--- src/rtl/muldiv_pkg.sv ---
// Shared constants for the iterative multiply/divide unit.
package muldiv_pkg;

  localparam logic [1:0] OP_MULU = 2'b00;
  localparam logic [1:0] OP_MULS = 2'b01;
  localparam logic [1:0] OP_DIVU = 2'b10;
  localparam logic [1:0] OP_DIVS = 2'b11;

  typedef enum logic [1:0] {
    ST_IDLE = 2'd0,
    ST_RUN  = 2'd1,
    ST_FIX  = 2'd2,
    ST_DONE = 2'd3
  } state_e;

  // Iteration counter width for a given operand width.
  function automatic int cnt_width(input int w);
    return $clog2(w) + 1;
  endfunction

endpackage

--- src/rtl/muldiv_sfix.sv ---
// Sign fix-up: negates the double-width product as a whole, or the
// quotient and remainder words independently.
import muldiv_pkg::*;

module muldiv_sfix #(
  parameter int WIDTH = 8
) (
  input  logic             div_i,
  input  logic             neg_lo_i,
  input  logic             neg_hi_i,
  input  logic [WIDTH-1:0] lo_i,
  input  logic [WIDTH-1:0] hi_i,
  output logic [WIDTH-1:0] lo_o,
  output logic [WIDTH-1:0] hi_o
);

  logic [2*WIDTH-1:0] prod, prod_n;

  assign prod   = {hi_i, lo_i};
  assign prod_n = -prod;

  // Multiply uses neg_lo_i as the product sign; divide uses both flags.
  always_comb begin
    lo_o = lo_i;
    hi_o = hi_i;
    if (div_i) begin
      lo_o = neg_lo_i ? -lo_i : lo_i;
      hi_o = neg_hi_i ? -hi_i : hi_i;
    end else begin
      {hi_o, lo_o} = neg_lo_i ? prod_n : prod;
    end
  end

endmodule

--- src/rtl/muldiv_unit.sv ---
// Iterative one-bit-per-cycle multiply/divide unit. Signed ops work on
// magnitudes during RUN and are corrected in FIX, so latency is always
// WIDTH+1 cycles from the accepting edge to oDONE.
import muldiv_pkg::*;

module muldiv_unit #(
  parameter int WIDTH = 8
) (
  input  logic             iCLK,
  input  logic             iRST,
  input  logic             iSTART,
  input  logic [1:0]       iOP,
  input  logic [WIDTH-1:0] iA,
  input  logic [WIDTH-1:0] iB,
  output logic             oBUSY,
  output logic             oDONE,
  output logic             oDIVZ,
  output logic [WIDTH-1:0] oLO,
  output logic [WIDTH-1:0] oHI
);

  localparam int CW = cnt_width(WIDTH);

  state_e           state_q;
  logic [CW-1:0]    cnt_q;
  logic [WIDTH-1:0] mcand_q;    // multiplicand magnitude or divisor magnitude
  logic [WIDTH-1:0] hi_q;       // upper accumulator / partial remainder
  logic [WIDTH-1:0] lo_q;       // multiplier bits / dividend bits -> quotient
  logic             div_q, nlo_q, nhi_q;
  logic             busy_q, done_q, divz_q;
  logic [WIDTH-1:0] olo_q, ohi_q;

  logic             op_div, op_sgn, a_neg, b_neg;
  logic [WIDTH-1:0] a_mag, b_mag;
  logic [WIDTH:0]   msum, dsh, ddiff;
  logic [WIDTH-1:0] step_hi, step_lo, fix_lo, fix_hi;
  logic             fix_divz;

  // Operand decode: magnitudes and signs taken at the accepting edge.
  always_comb begin
    op_div = (iOP == OP_DIVU) || (iOP == OP_DIVS);
    op_sgn = (iOP == OP_MULS) || (iOP == OP_DIVS);
    a_neg  = op_sgn && iA[WIDTH-1];
    b_neg  = op_sgn && iB[WIDTH-1];
    a_mag  = a_neg ? -iA : iA;
    b_mag  = b_neg ? -iB : iB;
  end

  // One iteration: shift-add for multiply, restoring step for divide.
  // The remainder is always below the divisor, so a (WIDTH+1)-bit trial
  // difference is enough and its top bit is the borrow.
  always_comb begin
    msum  = {1'b0, hi_q} + (lo_q[0] ? {1'b0, mcand_q} : '0);
    dsh   = {hi_q, lo_q[WIDTH-1]};
    ddiff = dsh - {1'b0, mcand_q};
    if (div_q) begin
      step_hi = ddiff[WIDTH] ? dsh[WIDTH-1:0] : ddiff[WIDTH-1:0];
      step_lo = {lo_q[WIDTH-2:0], ~ddiff[WIDTH]};
    end else begin
      step_hi = msum[WIDTH:1];
      step_lo = {msum[0], lo_q[WIDTH-1:1]};
    end
  end

  assign fix_divz = div_q && (mcand_q == '0);

  // With a zero divisor the remainder register ends up holding |A|, and
  // the dividend-sign fix-up turns it back into A; only the quotient
  // needs overriding.
  muldiv_sfix #(.WIDTH(WIDTH)) u_sfix (
    .div_i    (div_q),
    .neg_lo_i (nlo_q),
    .neg_hi_i (nhi_q),
    .lo_i     (lo_q),
    .hi_i     (hi_q),
    .lo_o     (fix_lo),
    .hi_o     (fix_hi)
  );

  // Control FSM with datapath and registered outputs.
  always_ff @(posedge iCLK or posedge iRST) begin
    if (iRST) begin
      state_q <= ST_IDLE;
      cnt_q   <= '0;
      mcand_q <= '0;
      hi_q    <= '0;
      lo_q    <= '0;
      div_q   <= 1'b0;
      nlo_q   <= 1'b0;
      nhi_q   <= 1'b0;
      busy_q  <= 1'b0;
      done_q  <= 1'b0;
      divz_q  <= 1'b0;
      olo_q   <= '0;
      ohi_q   <= '0;
    end else begin
      case (state_q)
        ST_IDLE, ST_DONE: begin
          if (iSTART) begin
            state_q <= ST_RUN;
            cnt_q   <= '0;
            mcand_q <= op_div ? b_mag : a_mag;
            lo_q    <= op_div ? a_mag : b_mag;
            hi_q    <= '0;
            div_q   <= op_div;
            nlo_q   <= a_neg ^ b_neg;
            nhi_q   <= op_div && a_neg;
            busy_q  <= 1'b1;
            done_q  <= 1'b0;
          end
        end
        ST_RUN: begin
          hi_q  <= step_hi;
          lo_q  <= step_lo;
          cnt_q <= cnt_q + 1'b1;
          if (cnt_q == CW'(WIDTH-1)) state_q <= ST_FIX;
        end
        ST_FIX: begin
          olo_q   <= fix_divz ? '1 : fix_lo;
          ohi_q   <= fix_hi;
          divz_q  <= fix_divz;
          busy_q  <= 1'b0;
          done_q  <= 1'b1;
          state_q <= ST_DONE;
        end
        default: state_q <= ST_IDLE;
      endcase
    end
  end

  assign oBUSY = busy_q;
  assign oDONE = done_q;
  assign oDIVZ = divz_q;
  assign oLO   = olo_q;
  assign oHI   = ohi_q;

endmodule

--- config.mk ---
export PLATFORM = sky130hd
export DESIGN_NAME = muldiv_unit
export DESIGN_NICKNAME = d
export VERILOG_FILES = /design/src/rtl/muldiv_pkg.sv /design/src/rtl/muldiv_sfix.sv /design/src/rtl/muldiv_unit.sv
export SDC_FILE = /design/constraint.sdc
export NUM_CORES = 1
export LEC_CHECK = 0
export BUFFER_PORTS_ARGS = -buffer_cell sky130_fd_sc_hd__buf_2
export CAP_MARGIN = 5
export CORE_MARGIN = 1
export CORE_UTILIZATION = 50
export CTS_BUF_LIST = sky130_fd_sc_hd__clkbuf_2 sky130_fd_sc_hd__clkbuf_4 sky130_fd_sc_hd__clkbuf_8
export DETAILED_ROUTE_END_ITERATION = 8
export PLACE_DENSITY = 0.79
export SYNTH_ARGS = -nofsm -noshare
export SYNTH_HDL_FRONTEND = slang
export SYNTH_SLANG_ARGS = --single-unit
--- constraint.sdc ---
create_clock -name iCLK -period 2.75 [get_ports iCLK]
set_input_delay 0.1375 -clock iCLK [delete_from_list [all_inputs] [get_ports iCLK]]
set_output_delay 0.1375 -clock iCLK [all_outputs]
set_load 0.03 [all_outputs]
==> results.py, run 1 <==
metrics = {
    "placement": {
        "io_buffer_count": 39,
        "gp_congestion": 0.8990,
        "hpwl_mm": 6.562,
    },
    "finish": {
        "diodes": 0,
        "nFillCells": 674,
        "fin_nets": 521,
        "drive_above_1_share_pct": 17.68,
        "syn_to_final_growth_pct": 11.56,
    },
    "clock_tree": {
        "clk_pin_slew_ps": 100,
        "post_cts_buffers": 0,
        "clock-sinks": 52,
        "root_buffer": "clkbuf_8",
        "clockBufferDepth": 2,
        "h-tree-depth": 2,
        "cts_resized": 0,
        "cts_tree": "built",
        "hold_buffers": 0,
        "clk_latency_ps": 310,
        "numCtsBuffers": 5,
    },
    "yosys": {
        "avgSynthCellArea_um2": 8.770,
        "seq_area_frac_synth_pct": 33.95,
        "synth_edf_count": 0,
        "ys_ff_latch": 52,
        "synth-warning-count": 0,
        "synth_area_leaders": "dfrtp_1, ha_1, a21oi_1",
        "synth-async-reset-ratio_pct": 100.0,
        "synth_ff_type": "dfrtp_1",
        "syn_nets": 484,
        "synth_cells": 437,
        "synth_cell_types": 58,
        "yosysTopAreaCell": "dfrtp_1",
        "netlist_area_um2": 3832,
        "synth_top_area_share_pct": 33.95,
    },
    "setup_path": {
        "reg2reg_slack_ps": 150,
        "end_kind": "flop",
        "r2r-start": "lo_q[7]$_DFFE_PP0P_",
        "r2r_end": "hi_q[0]$_DFFE_PP0P_",
        "crit_required_ps": 2990,
        "cp-start-kind": "flop",
        "crit_fanout": 7,
        "endpoint": "hi_q[0]$_DFFE_PP0P_",
        "path_class": "flop to flop",
        "startpoint": "lo_q[7]$_DFFE_PP0P_",
        "arrival_ps": 2840,
        "r2r_cells": 10,
    },
    "global_routing": {
        "antenna_found_initial": 0,
        "grt_pass1_vias": 2960,
        "grt_max_degree": 53,
        "grt_pass1_wl_mm": 13.75,
        "grt_use_total_pct": 22.45,
        "overflow": 0,
    },
    "routing": {
        "ant_nets": 0,
        "drc": 0,
        "drtIter0Drc": 234,
        "vias": 3261,
        "vias_per_cell": 5.681,
        "wl_per_cell_um": 14.92,
        "wl_mm": 8.566,
        "dr.pass1.iters": 5,
    },
    "die": {
        "die_h_um": 89.55,
        "die_area_um2": 8019,
        "rows": 31,
        "die_w_um": 89.55,
        "start_util_pct": 52.28,
        "core_um2": 7331,
        "pin_count": 40,
    },
    "power_and_ir_drop": {
        "total_leakage_power_nw": 1.974,
        "power-per-cell-area_nw_per_um2": 1303,
        "finalPower_mw": 5.572,
        "ir_worst_vdd_mv": 0.5180,
    },
    "timing": {
        "finalCriticalPeriod_ps": 2595,
        "drv_slew": 0,
        "tns_ps": 0,
        "finalCritPeriodShare_pct": 94.37,
        "worst_pin_slew_ps": 1058,
        "setup_violations": 0,
        "fmax_ghz": 0.3853,
        "rsz0062_at_grt": "no",
        "finClkSkew_ps": 11.00,
        "relSlewSlack_pct": 29.37,
        "hold_viol": 0,
    },
    "outcome": {
        "status": "finished clean",
    },
    "worst_hold_path": {
        "hold_path.class": "primary input to async pin",
    },
    "job": {
        "maxCapViolCount": 0,
    },
}
==> power breakdown <==
part           switching, mW  internal [mW]
clock network          0.267          0.207
logic                   2.09           1.52
registers              0.368           1.12
==> cell families (layout without fill, tap and decap cells) <==
logic type | Yosys count | after routing | share of synthesized area, %
flops | 52 | 52 | 33.95
buf+inv | 49 | 87 | 4.799
fa+ha+maj | 26 | 26 | 8.880
simple gates | 117 | 117 | 14.01
compound gates | 130 | 130 | 22.01
mux | 26 | 26 | 7.411
xor+xnor | 37 | 37 | 8.946
==> synthesized netlist by cell type, drive strengths merged, types with 3 or more instances <==
| library cell | number |
|---|---|
| a22oi | 6 |
| o21a | 4 |
| o21ai | 28 |
| a2111oi | 3 |
| o211ai | 5 |
| a31oi | 10 |
| a221o | 3 |
| o22ai | 3 |
| ha | 24 |
| nor3 | 8 |
| mux2i | 13 |
| nor2 | 52 |
| a211oi | 5 |
| a21o | 4 |
| inv | 27 |
| a21oi | 40 |
| nor2b | 4 |
| o41ai | 4 |
| dfrtp | 52 |
| a22o | 3 |
| xnor2 | 23 |
| o31ai | 3 |
| nand3 | 5 |
| buf | 3 |
| and3 | 3 |
| mux2 | 13 |
| or3 | 3 |
| clkbuf | 18 |
| or4 | 4 |
| xor2 | 14 |
| nand2 | 29 |
==> worst min-delay path by stage <==
stage                                  end  cells after the start
finish                  oLO[2]$_DFFE_PP0P_                      2
detailed placement      oLO[4]$_DFFE_PP0P_                      2
global route            oLO[2]$_DFFE_PP0P_                      2
floorplan           state_q[1]$_DFFE_PP0P_                      3
CTS                     oLO[4]$_DFFE_PP0P_                      2
global placement        oLO[0]$_DFFE_PP0P_                      2
==> cell type report <==
cell class,count,area (um2),area share [%]
Tap cell,99,123.9,2.897
Inverter,28,105.1,2.458
Sequential cell,52,1301,30.44
Clock inverter,2,13.76,0.3219
Clock buffer,6,82.58,1.932
Timing Repair Buffer,51,285.3,6.673
Multi-Input combinational cell,336,2364,55.28
==> registers in the layout, summed over array words and instances, names as in the netlist, 2 cells and up <==
name / flops
state_q: 2
oHI: 8
mcand_q: 8
hi_q: 8
lo_q: 8
oLO: 8
cnt_q: 4
==> cells in the final DEF, fill, tap and decap left out, types with 3 or more instances in the layout <==
cell type,Yosys,layout
a2111oi_0,3,3
a211oi_1,5,5
a21o_1,4,4
a21oi_1,39,39
a221o_1,3,3
a22o_1,3,3
a22oi_1,6,6
a31oi_1,9,9
and3_1,3,3
buf_2,0,39
buf_4,0,12
clkbuf_8,0,6
dfrtp_1,52,52
ha_1,24,24
inv_1,27,26
mux2_2,10,10
mux2i_1,13,13
nand2_1,28,28
nand3_1,5,5
nor2_1,52,52
nor2b_1,4,4
nor3_1,8,8
o211ai_1,5,5
o21a_1,4,4
o21ai_0,16,16
o21ai_1,11,11
o22ai_1,3,3
o41ai_1,4,4
or4_1,3,3
xnor2_1,22,22
xor2_1,14,14
==> metrics by stage <==
| step | util (%) | cell area (um2) | worst slack, ps | std cells | hold WS (ps) |
|---|---|---|---|---|---|
| after floorplan | - | 3832 | 217.8 | 437 | 302.7 |
| after global placement | 56.78 | 4163 | 196.6 | 566 | 452.8 |
| after detailed placement | 56.78 | 4163 | 59.04 | 566 | 465.1 |
| after CTS | 58.10 | 4259 | 29.13 | 574 | 131.6 |
| after global routing | 58.32 | 4275 | 38.47 | 574 | 193.7 |
| final | 58.32 | 4275 | 154.9 | 574 | 83.02 |
==> layer usage <==
layer / track usage, % / share of wire, % / up-vias
li1: - / - / 1626
met1: 30.13 / 46 / 1542
met2: 37.88 / 48 / 89
met3: 3.324 / 5.3 / 4
met4: 5.628 / 0.34 / 0
met5: 0 / 0 / -
==> critical path: stages (launching register included) <==
cell     delay (ps)
dfrtp_1         390
inv_1           120
ha_1            180
inv_1            50
fa_1            410
a21o_1          210
a41oi_2         210
a31oi_4         160
xnor2_4         320
mux2_1          360
o21ai_1         110
No activity file was read; power rests on OpenSTA's default activity.
==> run 2, diff against run 1 <==
--- a/config.mk
+++ b/config.mk
@@ -5,7 +5,7 @@
 export SDC_FILE = /design/constraint.sdc
 export NUM_CORES = 1
 export LEC_CHECK = 0
-export BUFFER_PORTS_ARGS = -buffer_cell sky130_fd_sc_hd__buf_2
+export BUFFER_PORTS_ARGS = -buffer_cell sky130_fd_sc_hd__clkbuf_2
 export CAP_MARGIN = 5
 export CORE_MARGIN = 1
 export CORE_UTILIZATION = 50
==> run 2 against run 1 <==
  * Worst setup slack lost 66 ps
  * Critical path depth increased by 1
  * Sequential cell count did not move
  * Via count is 2.4% higher
  * Non-clock buffer count is 2 higher
  * Sequential share of layout area decreased by 0.053 points
  * Clock power barely moved
  * Cell area grew 0.18%
  * Critical path type unchanged
  * Largest power group unchanged
==> results.py, run 2 (synthesis gave the netlist of run 1 again) <==
metrics = {
    "finish": {
        "nFillCells": 667,
        "syn_to_final_growth_pct": 11.75,
        "regArea_um2": 1301,
        "drive_above_1_share_pct": 18.03,
        "fin_nets": 523,
        "fin_area_um2": 4283,
        "diodes": 0,
        "layout_common_cells": "nor2_1, dfrtp_1, a21oi_1, clkbuf_2, nand2_1",
        "postLayoutCoreUtil_pct": 58.42,
        "multiInputGateArea_um2": 2355,
    },
    "timing": {
        "relSlewSlack_pct": 28.19,
        "setup_violations": 0,
        "finalCriticalPeriod_ps": 2661,
        "finClkSkew_ps": 2.750,
        "hold-worst-slack_ps": 73.41,
        "post-route-worst-setup-slack_ps": 89.27,
        "worst_pin_slew_ps": 1076,
        "drv_slew": 0,
        "finalCritPeriodShare_pct": 96.75,
        "tns_ps": 0,
        "hold_viol": 0,
        "fmax_ghz": 0.3758,
    },
    "die": {
        "core_um2": 7331,
        "die_w_um": 89.55,
        "rows": 31,
        "die_h_um": 89.55,
        "pin_count": 40,
        "start_util_pct": 52.28,
        "die_area_um2": 8019,
    },
    "power_and_ir_drop": {
        "p_sw_mw": 2.731,
        "pwr-share-seq_pct": 26.7,
        "switching_share_pct": 48.62,
        "ir_worst_vdd_mv": 0.5375,
        "clkPwrFrac_pct": 8.4,
        "total_leakage_power_nw": 1.986,
        "power-per-cell-area_nw_per_um2": 1312,
        "p_int_mw": 2.886,
        "combPwrFrac_pct": 64.9,
    },
    "placement": {
        "place_ws_ps": 105.0,
        "io_buffer_count": 39,
        "placed_cell_area_um2": 4163,
        "gp_congestion": 0.8901,
        "hpwl_mm": 6.650,
    },
    "routing": {
        "dr.pass1.iters": 5,
        "ant_nets": 0,
        "vias_per_cell": 5.799,
        "vias": 3340,
        "wl_per_cell_um": 15.12,
        "wl_mm": 8.708,
        "drc": 0,
        "drtIter0Drc": 212,
    },
    "global_routing": {
        "grt_max_degree": 53,
        "overflow": 0,
        "grt_pass1_wl_mm": 13.81,
        "grt_use_total_pct": 22.40,
        "grt_pass1_vias": 2934,
        "antenna_found_initial": 0,
    },
    "setup_path": {
        "end_kind": "flop",
        "path_class": "flop to flop",
        "arrival_ps": 2850,
        "crit_required_ps": 2940,
        "cp-start-kind": "flop",
        "crit_fanout": 7,
    },
    "clock_tree": {
        "clk_latency_ps": 310,
        "numCtsBuffers": 5,
        "clock-sinks": 52,
        "h-tree-depth": 2,
        "root_buffer": "clkbuf_8",
        "clk_pin_slew_ps": 90,
        "cts_tree": "built",
        "clockBufferDepth": 2,
        "hold_buffers": 0,
    },
    "worst_hold_path": {
        "hold_path.class": "primary input to async pin",
    },
    "outcome": {
        "status": "finished clean",
    },
    "job": {
        "maxCapViolCount": 0,
    },
}
==> run 2: worst paths after layout <==
kind	start	cells past startpoint	to	slack, ps
max	lo_q[7]$_DFFE_PP0P_	11	hi_q[1]$_DFFE_PP0P_	90
min	iRST	2	oLO[2]$_DFFE_PP0P_	70
max reg2reg	lo_q[7]$_DFFE_PP0P_	11	hi_q[1]$_DFFE_PP0P_	90
min reg2reg	mcand_q[6]$_DFFE_PP0P_	2	mcand_q[6]$_DFFE_PP0P_	500
max in group asynchronous	iRST	2	cnt_q[0]$_DFFE_PP0P_	2030
min in group iCLK	iSTART	4	state_q[1]$_DFFE_PP0P_	150
==> run 2: power groups by stage <==
stage	Clock, mW	Sequential (mW)	Combinational (mW)
final	0.473	1.50	3.64
after floorplan	0	1.64	2.50
after detailed placement	0	1.51	3.51
after global routing	0.510	1.55	3.99
after global placement	0	1.49	3.43
after CTS	0.482	1.49	3.54
==> run 2: metrics by stage <==
stage               power, mW  std cells
floorplan               4.142        437
global placement        4.917        566
detailed placement      5.022        566
CTS                     5.512        574
global route            6.059        576
finish                  5.617        576
==> run 2: per-layer routing <==
metal | share of wire [%] | up-vias | track usage (%)
met1 | 48 | 1580 | 31.11
met2 | 47 | 103 | 36.71
met3 | 4.3 | 14 | 3.324
met5 | 0 | - | 0
li1 | - | 1643 | -
met4 | 1.3 | 0 | 5.339
==> run 2: final cells by class <==
cell class / instances / area share (%)
Tap cell: 99 / 2.892
Clock inverter: 1 / 0.1753
Sequential cell: 52 / 30.38
Clock buffer: 7 / 2.103
Timing Repair Buffer: 53 / 7.011
Inverter: 28 / 2.454
Multi-Input combinational cell: 336 / 54.98
==> run 2: what timing repair did <==
item                                    4_1_cts  5_1_grt
setup buffers                                 0        2
resized for setup                             0        1
endpoints found under the setup margin        0        5
==> run 2: critical path, stage by stage, from the launching register on <==
cell	delay, ps
dfrtp_1	390
inv_1	110
ha_1	190
inv_1	60
fa_1	390
a21o_1	210
a41oi_2	240
a31oi_2	170
xnor2_4	310
buf_4	170
mux2i_1	200
o21ai_1	90
==> run 3, diff against run 2 <==
--- a/config.mk
+++ b/config.mk
@@ -7,7 +7,7 @@
 export LEC_CHECK = 0
 export BUFFER_PORTS_ARGS = -buffer_cell sky130_fd_sc_hd__clkbuf_2
 export CAP_MARGIN = 5
-export CORE_MARGIN = 1
+export CORE_MARGIN = 4
 export CORE_UTILIZATION = 50
 export CTS_BUF_LIST = sky130_fd_sc_hd__clkbuf_2 sky130_fd_sc_hd__clkbuf_4 sky130_fd_sc_hd__clkbuf_8
 export DETAILED_ROUTE_END_ITERATION = 8
==> constraint.sdc (replaced) <==
create_clock -name iCLK -period 3.4 [get_ports iCLK]
set_input_delay 0.17 -clock iCLK [delete_from_list [all_inputs] [get_ports iCLK]]
set_output_delay 0.17 -clock iCLK [all_outputs]
set_load 0.03 [all_outputs]
==> run 3 against run 2 <==
  * Global-route usage is 2.8 points lower
  * Highest routed layer unchanged
  * Critical path type unchanged
  * Critical path depth shrank 1
  * Clock skew is 12 ps higher
  * Register-to-register slack better by 520 ps
==> results.py, run 3 (synthesis gave the netlist of run 1 again) <==
metrics = {
    "timing": {
        "setup_violations": 0,
        "hold_viol": 0,
        "relSlewSlack_pct": 27.03,
        "drv_slew": 0,
        "worst_pin_slew_ps": 1093,
        "finalCriticalPeriod_ps": 2791,
        "finalCritPeriodShare_pct": 82.09,
        "fmax_ghz": 0.3583,
        "finClkSkew_ps": 14.92,
        "rsz0062_at_grt": "no",
        "tns_ps": 0,
    },
    "clock_tree": {
        "numCtsBuffers": 5,
        "hold_buffers": 0,
        "h-tree-depth": 2,
        "post_cts_buffers": 0,
        "root_buffer": "clkbuf_8",
        "clock-sinks": 52,
        "clk_latency_ps": 320,
        "cts_tree": "built",
        "clockBufferDepth": 2,
        "cts_resized": 0,
        "clk_pin_slew_ps": 110,
    },
    "routing": {
        "vias": 3269,
        "wl_per_cell_um": 15.28,
        "vias_per_cell": 5.776,
        "wl_mm": 8.651,
        "drtIter0Drc": 245,
        "dr.pass1.iters": 4,
        "ant_nets": 0,
        "drc": 0,
    },
    "power_and_ir_drop": {
        "pwr-share-seq_pct": 28.8,
        "power-per-cell-area_nw_per_um2": 1043,
        "ir_worst_vdd_mv": 0.3767,
        "total_leakage_power_nw": 1.936,
        "p_sw_mw": 2.183,
        "switching_share_pct": 49.93,
        "combPwrFrac_pct": 62.7,
        "clkPwrFrac_pct": 8.4,
        "p_int_mw": 2.189,
    },
    "finish": {
        "fin_nets": 513,
        "final_cells": 566,
        "diodes": 0,
        "drive_above_1_share_pct": 16.06,
        "layout_common_cells": "nor2_1, dfrtp_1, a21oi_1, clkbuf_2, nand2_1",
        "syn_to_final_growth_pct": 9.403,
    },
    "setup_path": {
        "end_kind": "flop",
        "cp-start-kind": "flop",
        "path_class": "flop to flop",
        "crit_required_ps": 3660,
        "crit_fanout": 10,
        "arrival_ps": 3050,
    },
    "die": {
        "rows": 31,
        "core_um2": 7370,
        "start_util_pct": 52.00,
        "die_h_um": 95.55,
        "pin_count": 40,
        "die_w_um": 95.55,
        "die_area_um2": 9130,
    },
    "placement": {
        "hpwl_mm": 6.565,
        "gp_congestion": 0.9268,
        "io_buffer_count": 39,
        "dp_cells": 558,
    },
    "global_routing": {
        "overflow": 0,
        "antenna_found_initial": 0,
        "grt_use_total_pct": 19.63,
        "grt_max_degree": 53,
        "grt_pass1_vias": 3041,
        "grt_pass1_wl_mm": 14.25,
    },
    "outcome": {
        "status": "finished clean",
    },
    "worst_hold_path": {
        "hold_path.class": "primary input to async pin",
    },
    "job": {
        "maxCapViolCount": 0,
    },
}
==> run 3: cell types whose count changed in the layout (fill, tap and decap cells not counted), sizes merged <==
cell and change:
buf -10, clkbuf -2, inv +1, clkinv +1
==> run 3: critical path, cell delays in order (launching register included) <==
cell and delay, ps:
dfrtp_1 450, inv_1 120, ha_1 190, inv_1 60, fa_1 400, a21o_1 190, a41oi_1 280, a31oi_2 190
xnor2_4 370, mux2_1 360, o21ai_1 110
==> run 3: layout make-up <==
type / instances / area [um2]
clock buffer: 5 / 68.82
fill: 651 / 3177
timing repair buffer: 43 / 225.2
sequential: 52 / 1301
multi-input combinational: 336 / 2347
tap: 99 / 123.9
inverter: 28 / 105.1
clock inverter: 3 / 21.27
==> run 3: power by group through the flow <==
stage                     Clock [mW]  Combinational, mW  Sequential (mW)
after floorplan                    0               2.02             1.33
after global routing           0.399               3.02             1.31
after CTS                      0.371               2.74             1.26
after detailed placement           0               2.72             1.27
after global placement             0               2.64             1.25
final                          0.369               2.74             1.26
==> run 3: metrics by stage <==
step | worst slack (ps) | power [mW] | util (%) | hold WS (ps) | instance area [um2]
finish | 609.0 | 4.372 | 56.89 | 94.13 | 4193
floorplan | 867.8 | 3.350 | - | 335.2 | 3832
CTS | 594.0 | 4.369 | 56.89 | 140.8 | 4193
detailed placement | 631.6 | 3.995 | 55.67 | 485.0 | 4103
global route | 450.4 | 4.734 | 56.89 | 206.9 | 4193
global placement | 702.7 | 3.891 | 55.67 | 467.1 | 4103
==> run 3: layer usage <==
layer | global-route usage, % | vias up | wire, um
li1 | - | 1625 | -
met1 | 27.18 | 1550 | 4067
met2 | 32.14 | 85 | 4094
met3 | 3.394 | 9 | 399
met4 | 4.265 | 0 | 89
met5 | 0 | - | 0
==> run 3: worst paths after layout <==
kind / start / to / slack [ps] / cells past startpoint
setup / recovery: lo_q[7]$_DFFE_PP0P_ / hi_q[0]$_DFFE_PP0P_ / 610 / 10
hold / removal: iRST / oLO[3]$_DFFE_PP0P_ / 90 / 2
setup reg to reg: lo_q[7]$_DFFE_PP0P_ / hi_q[0]$_DFFE_PP0P_ / 610 / 10
hold reg to reg: oDIVZ$_DFFE_PP0P_ / oDIVZ$_DFFE_PP0P_ / 500 / 2
max in group asynchronous: iRST / mcand_q[7]$_DFFE_PP0P_ / 2630 / 2
min in group iCLK: iSTART / state_q[1]$_DFFE_PP0P_ / 190 / 4
